--- src/rtl/micro_scan_pkg.sv ---
// Shared types, constants and helpers for the micro-tile scan controller.
// Build option: MICRO_SCAN_LFSR_EN selects an 8-bit Galois LFSR stimulus
// instead of the default incrementing counter.
package micro_scan_pkg;

    localparam int unsigned     SIG_W     = 16;
    localparam logic [SIG_W-1:0] SIG_POLY = 16'h1021;
    localparam logic [7:0]       LFSR_TAPS = 8'hB8;

`ifdef MICRO_SCAN_LFSR_EN
    localparam logic [7:0] STIM_SEED = 8'h01;
`else
    localparam logic [7:0] STIM_SEED = 8'h00;
`endif

    typedef enum logic [2:0] {
        StIdle,
        StSelect,
        StTreset,
        StRun,
        StReport,
        StDone
    } scan_state_e;

    // One signature fold: CRC-style shift with the tile output byte XORed into the low bits.
    function automatic logic [SIG_W-1:0] sig_step(input logic [SIG_W-1:0] sig,
                                                  input logic [7:0]       din);
        return {sig[SIG_W-2:0], 1'b0} ^ (sig[SIG_W-1] ? SIG_POLY : '0)
               ^ {{(SIG_W-8){1'b0}}, din};
    endfunction

    // Next stimulus byte driven to the tile.
    function automatic logic [7:0] stim_next(input logic [7:0] s);
`ifdef MICRO_SCAN_LFSR_EN
        return (s >> 1) ^ (s[0] ? LFSR_TAPS : 8'h00);
`else
        return s + 8'd1;
`endif
    endfunction

endpackage

--- src/rtl/micro_scan_sig.sv ---
// 16-bit per-tile signature register: load seed, or fold one byte per enabled cycle.
module micro_scan_sig
    import micro_scan_pkg::*;
#(
    parameter logic [SIG_W-1:0] SEED = 16'hFFFF
) (
    input  logic             clk,
    input  logic             rst,
    input  logic             load,
    input  logic             en,
    input  logic [7:0]       din,
    output logic [SIG_W-1:0] sig
);

    // Load takes priority so each tile starts from a clean seed.
    always_ff @(posedge clk or posedge rst) begin
        if (rst) begin
            sig <= '0;
        end else if (load) begin
            sig <= SEED;
        end else if (en) begin
            sig <= sig_step(sig, din);
        end
    end

endmodule

--- src/rtl/micro_tile_scan_ctrl.sv ---
// Host-side scan initiator for the micro-tile container select mux.
// Walks the enabled tiles in ascending order: select, reset, stimulate/capture, report.
// Build option: MICRO_SCAN_LFSR_EN (LFSR stimulus instead of counter, see micro_scan_pkg).
module micro_tile_scan_ctrl
    import micro_scan_pkg::*;
#(
    parameter int unsigned    NUM_TILES     = 4,
    parameter int unsigned    SETTLE_CYCLES = 2,
    parameter int unsigned    RST_CYCLES    = 4,
    parameter int unsigned    RUN_CYCLES    = 16,
    parameter logic [15:0]    SIG_SEED      = 16'hFFFF,
    localparam int unsigned   SEL_W         = (NUM_TILES > 1) ? $clog2(NUM_TILES) : 1
) (
    input  logic             clk,
    input  logic             rst,
    input  logic             start,
    input  logic [3:0]       tile_mask,
    output logic             busy,
    output logic             done,
    output logic [SEL_W-1:0] sel_out,
    output logic             tile_rst_n,
    output logic [7:0]       tile_ui,
    input  logic [7:0]       tile_uo,
    output logic             res_valid,
    input  logic             res_ready,
    output logic [SEL_W-1:0] res_tile,
    output logic [15:0]      res_sig
);

    localparam int unsigned CNT_W = 16;
    localparam logic [CNT_W-1:0] SETTLE_LAST = CNT_W'(SETTLE_CYCLES - 1);
    localparam logic [CNT_W-1:0] RST_LAST    = CNT_W'(RST_CYCLES - 1);
    localparam logic [CNT_W-1:0] RUN_LAST    = CNT_W'(RUN_CYCLES - 1);

    scan_state_e      state;
    logic [CNT_W-1:0] cnt;
    logic [3:0]       mask_q;
    logic [SEL_W:0]   first_tile;
    logic [SEL_W:0]   next_tile;

    // Lowest enabled tile at or above 'from'; MSB of the result flags a hit.
    // Mask bits at or above NUM_TILES never match.
    function automatic logic [SEL_W:0] find_tile(input logic [3:0] m, input int from);
        logic [SEL_W:0] r;
        r = '0;
        for (int i = 3; i >= 0; i--) begin
            if (i < int'(NUM_TILES) && i >= from && m[i]) begin
                r = {1'b1, SEL_W'(i)};
            end
        end
        return r;
    endfunction

    // Tile search for scan start and for the step after each report.
    always_comb begin
        first_tile = find_tile(tile_mask, 0);
        next_tile  = find_tile(mask_q, int'(sel_out) + 1);
    end

    // Scan FSM with registered outputs; sel_out only moves on SELECT entry while tile_rst_n=0.
    always_ff @(posedge clk or posedge rst) begin
        if (rst) begin
            state      <= StIdle;
            cnt        <= '0;
            mask_q     <= '0;
            busy       <= 1'b0;
            done       <= 1'b0;
            sel_out    <= '0;
            tile_rst_n <= 1'b0;
            tile_ui    <= 8'h00;
            res_valid  <= 1'b0;
            res_tile   <= '0;
        end else begin
            done <= 1'b0;
            unique case (state)
                StIdle: begin
                    // 'done' high means the previous scan just ended; a start there is dropped.
                    if (start && !done) begin
                        mask_q <= tile_mask;
                        busy   <= 1'b1;
                        cnt    <= '0;
                        if (first_tile[SEL_W]) begin
                            sel_out <= first_tile[SEL_W-1:0];
                            state   <= StSelect;
                        end else begin
                            state <= StDone;
                        end
                    end
                end
                StSelect: begin
                    cnt <= cnt + 1'b1;
                    if (cnt == SETTLE_LAST) begin
                        cnt   <= '0;
                        state <= StTreset;
                    end
                end
                StTreset: begin
                    cnt <= cnt + 1'b1;
                    if (cnt == RST_LAST) begin
                        cnt        <= '0;
                        tile_rst_n <= 1'b1;
                        tile_ui    <= STIM_SEED;
                        state      <= StRun;
                    end
                end
                StRun: begin
                    cnt     <= cnt + 1'b1;
                    tile_ui <= stim_next(tile_ui);
                    if (cnt == RUN_LAST) begin
                        cnt        <= '0;
                        tile_rst_n <= 1'b0;
                        tile_ui    <= 8'h00;
                        res_valid  <= 1'b1;
                        res_tile   <= sel_out;
                        state      <= StReport;
                    end
                end
                StReport: begin
                    if (res_ready) begin
                        res_valid <= 1'b0;
                        if (next_tile[SEL_W]) begin
                            sel_out <= next_tile[SEL_W-1:0];
                            state   <= StSelect;
                        end else begin
                            state <= StDone;
                        end
                    end
                end
                StDone: begin
                    done  <= 1'b1;
                    busy  <= 1'b0;
                    state <= StIdle;
                end
                default: state <= StIdle;
            endcase
        end
    end

    micro_scan_sig #(
        .SEED (SIG_SEED)
    ) u_sig (
        .clk  (clk),
        .rst  (rst),
        .load (state == StTreset),
        .en   (state == StRun),
        .din  (tile_uo),
        .sig  (res_sig)
    );

endmodule

--- config.mk ---
export PLATFORM = sky130hd
export DESIGN_NAME = micro_tile_scan_ctrl
export DESIGN_NICKNAME = d
export VERILOG_FILES = /design/src/rtl/micro_scan_pkg.sv /design/src/rtl/micro_scan_sig.sv /design/src/rtl/micro_tile_scan_ctrl.sv
export SDC_FILE = /design/constraint.sdc
export NUM_CORES = 1
export LEC_CHECK = 0
export ABC_AREA = 1
export CAP_MARGIN = 20
export CORE_MARGIN = 2
export CORE_UTILIZATION = 48
export DETAILED_ROUTE_END_ITERATION = 16
export GPL_TIMING_DRIVEN = 0
export PLACE_DENSITY = 0.77
export SYNTH_ARGS = -nofsm -noshare
export SYNTH_HDL_FRONTEND = slang
export SYNTH_SLANG_ARGS = --single-unit
export TNS_END_PERCENT = 10
--- constraint.sdc ---
create_clock -name clk -period 1.65 [get_ports clk]
set_input_delay 0.33 -clock clk [delete_from_list [all_inputs] [get_ports clk]]
set_output_delay 0.33 -clock clk [all_outputs]
set_load 0.01 [all_outputs]
==> impl_metrics.json <==
{
  "status": "completed",
  "path_buf_inv": 1,
  "track_usage_pct": 22.21,
  "cp-end-kind": "output port",
  "dr.pass1.iters": 7,
  "max_freq_mhz": 612.5,
  "syn-instance-count": 384,
  "path_clk_slew_ns": 0.10,
  "skew_ns": 0.01060,
  "htree_num_levels": 2,
  "cts_hold_buffers": 0,
  "required_ns": 1.32,
  "final.period_utilization_pct": 98.94,
  "swShare_pct": 42.03,
  "hold_viol": 0,
  "yosysSeqAreaShare_pct": 45.34,
  "power.internal_mw": 3.515,
  "criticalPathCategory": "flop to output port",
  "setup_viol": 0,
  "worst-slew-pin-transition_ns": 0.4239,
  "vdd_ir_drop_max_mv": 0.8489,
  "crit_fanout": 4,
  "drive_above_1_share_pct": 14.32,
  "root_buffer": "clkbuf_8",
  "design_area_um2": 3859,
  "cp-start-kind": "flop",
  "core-area_um2": 5956,
  "diodes": 0,
  "antenna_found_initial": 0,
  "fin_crit_ns": 1.633,
  "totalWireLength_um": 7067,
  "antenna_left": 0,
  "avgSynthCellArea_um2": 7.761,
  "syn_to_final_growth_pct": 29.47,
  "grt_pass1_vias": 2672,
  "vias": 2786,
  "drv_slew": 0,
  "path_cells": "clkdlybuf4s50_1",
  "dieArea_um2": 6855,
  "io_pins": 48,
  "place_congestion": 0.9251,
  "powerDensity_nw_per_um2": 1571,
  "start_util_pct": 50.04,
  "synthDistinctLibCells": 33,
  "clkPwrFrac_pct": 15.4,
  "remaining_drc_errors": 0,
  "critPathMaxStageDelay_ns": 0.56,
  "die_h_um": 82.80,
  "grt-ovfl-total": 0,
  "cp_top_family": "buffers and inverters",
  "numCtsBuffers": 5,
  "grt_pass1_wl_um": 11740,
  "seqPwrFrac_pct": 33.8,
  "chipWidth_um": 82.80,
  "p_leak_nw": 1.811,
  "max_cap_violations": 0,
  "dpl-instance-area_um2": 3565,
  "fill_cells": 521,
  "hp-class": "input pin to asynchronous set/reset pin",
  "grt_max_degree": 42,
  "cts_buffer_depth": 2,
  "net-switching-power_mw": 2.548,
  "arrival_ns": 1.30,
  "dpl.hpwl_um": 5039,
  "wl_per_cell_um": 13.54,
  "clock_sinks": 54,
  "vias_per_cell": 5.337,
  "row_count": 28,
  "whs_ns": 0.2843,
  "relSlewSlack_pct": 71.52,
  "ys_ff_latch": 54,
  "synthesis.nets": 403,
  "rsz0062_at_grt": "true",
  "yosys_warnings": 0,
  "mostFrequentLayoutCells": "nand2_1 (85), dfrtp_1 (46), inv_1 (45)",
  "syn-cell-area_um2": 2980,
  "drt_iter0_drc": 174,
  "share_comb_of_total_power_pct": 50.7,
  "portBuffers": 47,
  "slowest_stage": "clkdlybuf4s50_1",
  "clk_latency_ns": 0.31,
  "cts_tree": "yes",
  "nNetsFinal": 465,
  "layout_commonest_cell": "nand2_1"
}
[power by group through the flow]
stage               Sequential, mW  Combinational, mW  Clock (mW)
floorplan                     2.11               1.62           0
global placement              2.05               2.62           0
detailed placement            2.06               2.70           0
CTS                           2.03               2.76       0.961
global route                  2.11               3.45        1.01
finish                        2.05               3.07       0.936
[cells by family after synthesis]
| family | Yosys count | synth area share (%) |
|---|---|---|
| AND/OR/NAND/NOR | 194 | 29.47 |
| buffers and inverters | 58 | 7.808 |
| flip-flops | 54 | 45.34 |
| XOR/XNOR | 15 | 4.408 |
| adder cells (fa/ha/maj) | 3 | 1.260 |
| AO/OA/AOI/OAI | 60 | 11.71 |
[cell usage after synthesis (all sizes together)]
cell type | number | share of area (%)
nor3 | 9 | 1.9
o2111ai | 1 | 0.29
dfrtp | 54 | 45
o21ai | 31 | 5.2
nor2 | 45 | 6.3
a22oi | 6 | 1.5
nand4 | 10 | 2.1
inv | 51 | 6.4
a21oi | 11 | 2.0
nand2 | 95 | 13
or2 | 3 | 0.63
ha | 3 | 1.3
buf | 5 | 1.1
o22ai | 1 | 0.21
o21bai | 2 | 0.50
clkbuf | 2 | 0.25
xor2 | 12 | 3.5
nand3b | 2 | 0.50
o21a | 2 | 0.50
o211ai | 6 | 1.5
xnor2 | 3 | 0.88
nand3 | 30 | 5.2
[worst paths after layout]
kind	end	cells past startpoint	from	slack, ns
min in group clk	mask_q[1]	2	mask_q[1]	0.50
max reg2reg	cnt[5]	12	cnt[1]	0.05
min reg2reg	mask_q[1]	2	mask_q[1]	0.50
min	tile_ui[6]	2	rst	0.28
max in group asynchronous	u_sig.sig[15]	3	rst	0.83
max	tile_ui[7]	1	tile_ui[7]	0.02
[layer usage]
metal	share of wire [%]	global-route usage (%)	wire length, um	up-vias
li1	-	-	-	1365
met1	43	27.57	3071	1331
met2	50	39.92	3538	81
met3	5.2	3.139	366	9
met4	1.3	6.885	91	0
met5	0	0	0	-
[registers in the layout (all words and copies together) (netlist names)]
| signal | cells |
|---|---|
| res_tile | 2 |
| tile_ui | 8 |
| state | 3 |
| u_sig.sig | 16 |
| tile_rst_n | 1 |
| mask_q | 3 |
| cnt | 16 |
| busy | 1 |
| sel_out | 2 |
| res_valid | 1 |
| done | 1 |
[area by class of cell]
type / instances / area (um^2) / share of cell area, %
plain buffers: 7 / 43.79 / 1.135
clock buffers: 5 / 68.82 / 1.783
clock inverters: 3 / 48.80 / 1.265
inverters: 51 / 196.4 / 5.091
multi-input cells: 272 / 1473 / 38.16
flip-flops and latches: 54 / 1361 / 35.28
well taps: 75 / 93.84 / 2.432
repair buffers: 55 / 573.1 / 14.85
[stage by stage]
| step | utilization [%] | instances | setup slack, ns | power, mW | TNS (ns) |
|---|---|---|---|---|---|
| after floorplan | - | 384 | 0.005420 | 3.729 | 0 |
| after global placement | 59.52 | 506 | -0.9835 | 4.671 | -54.15 |
| after detailed placement | 59.85 | 507 | -0.2306 | 4.755 | -1.750 |
| after CTS | 62.40 | 518 | 0.006414 | 5.752 | 0 |
| after global routing | 64.79 | 522 | -0.1134 | 6.567 | -1.075 |
| final | 64.79 | 522 | 0.01748 | 6.063 | 0 |
[repair_timing]
item,CTS,global route
endpoints found under the setup margin,19,45
cloned,0,0
resized for setup,8,34
pin swaps,1,11
setup buffers,3,4
No activity file was read; power rests on OpenSTA's default activity.
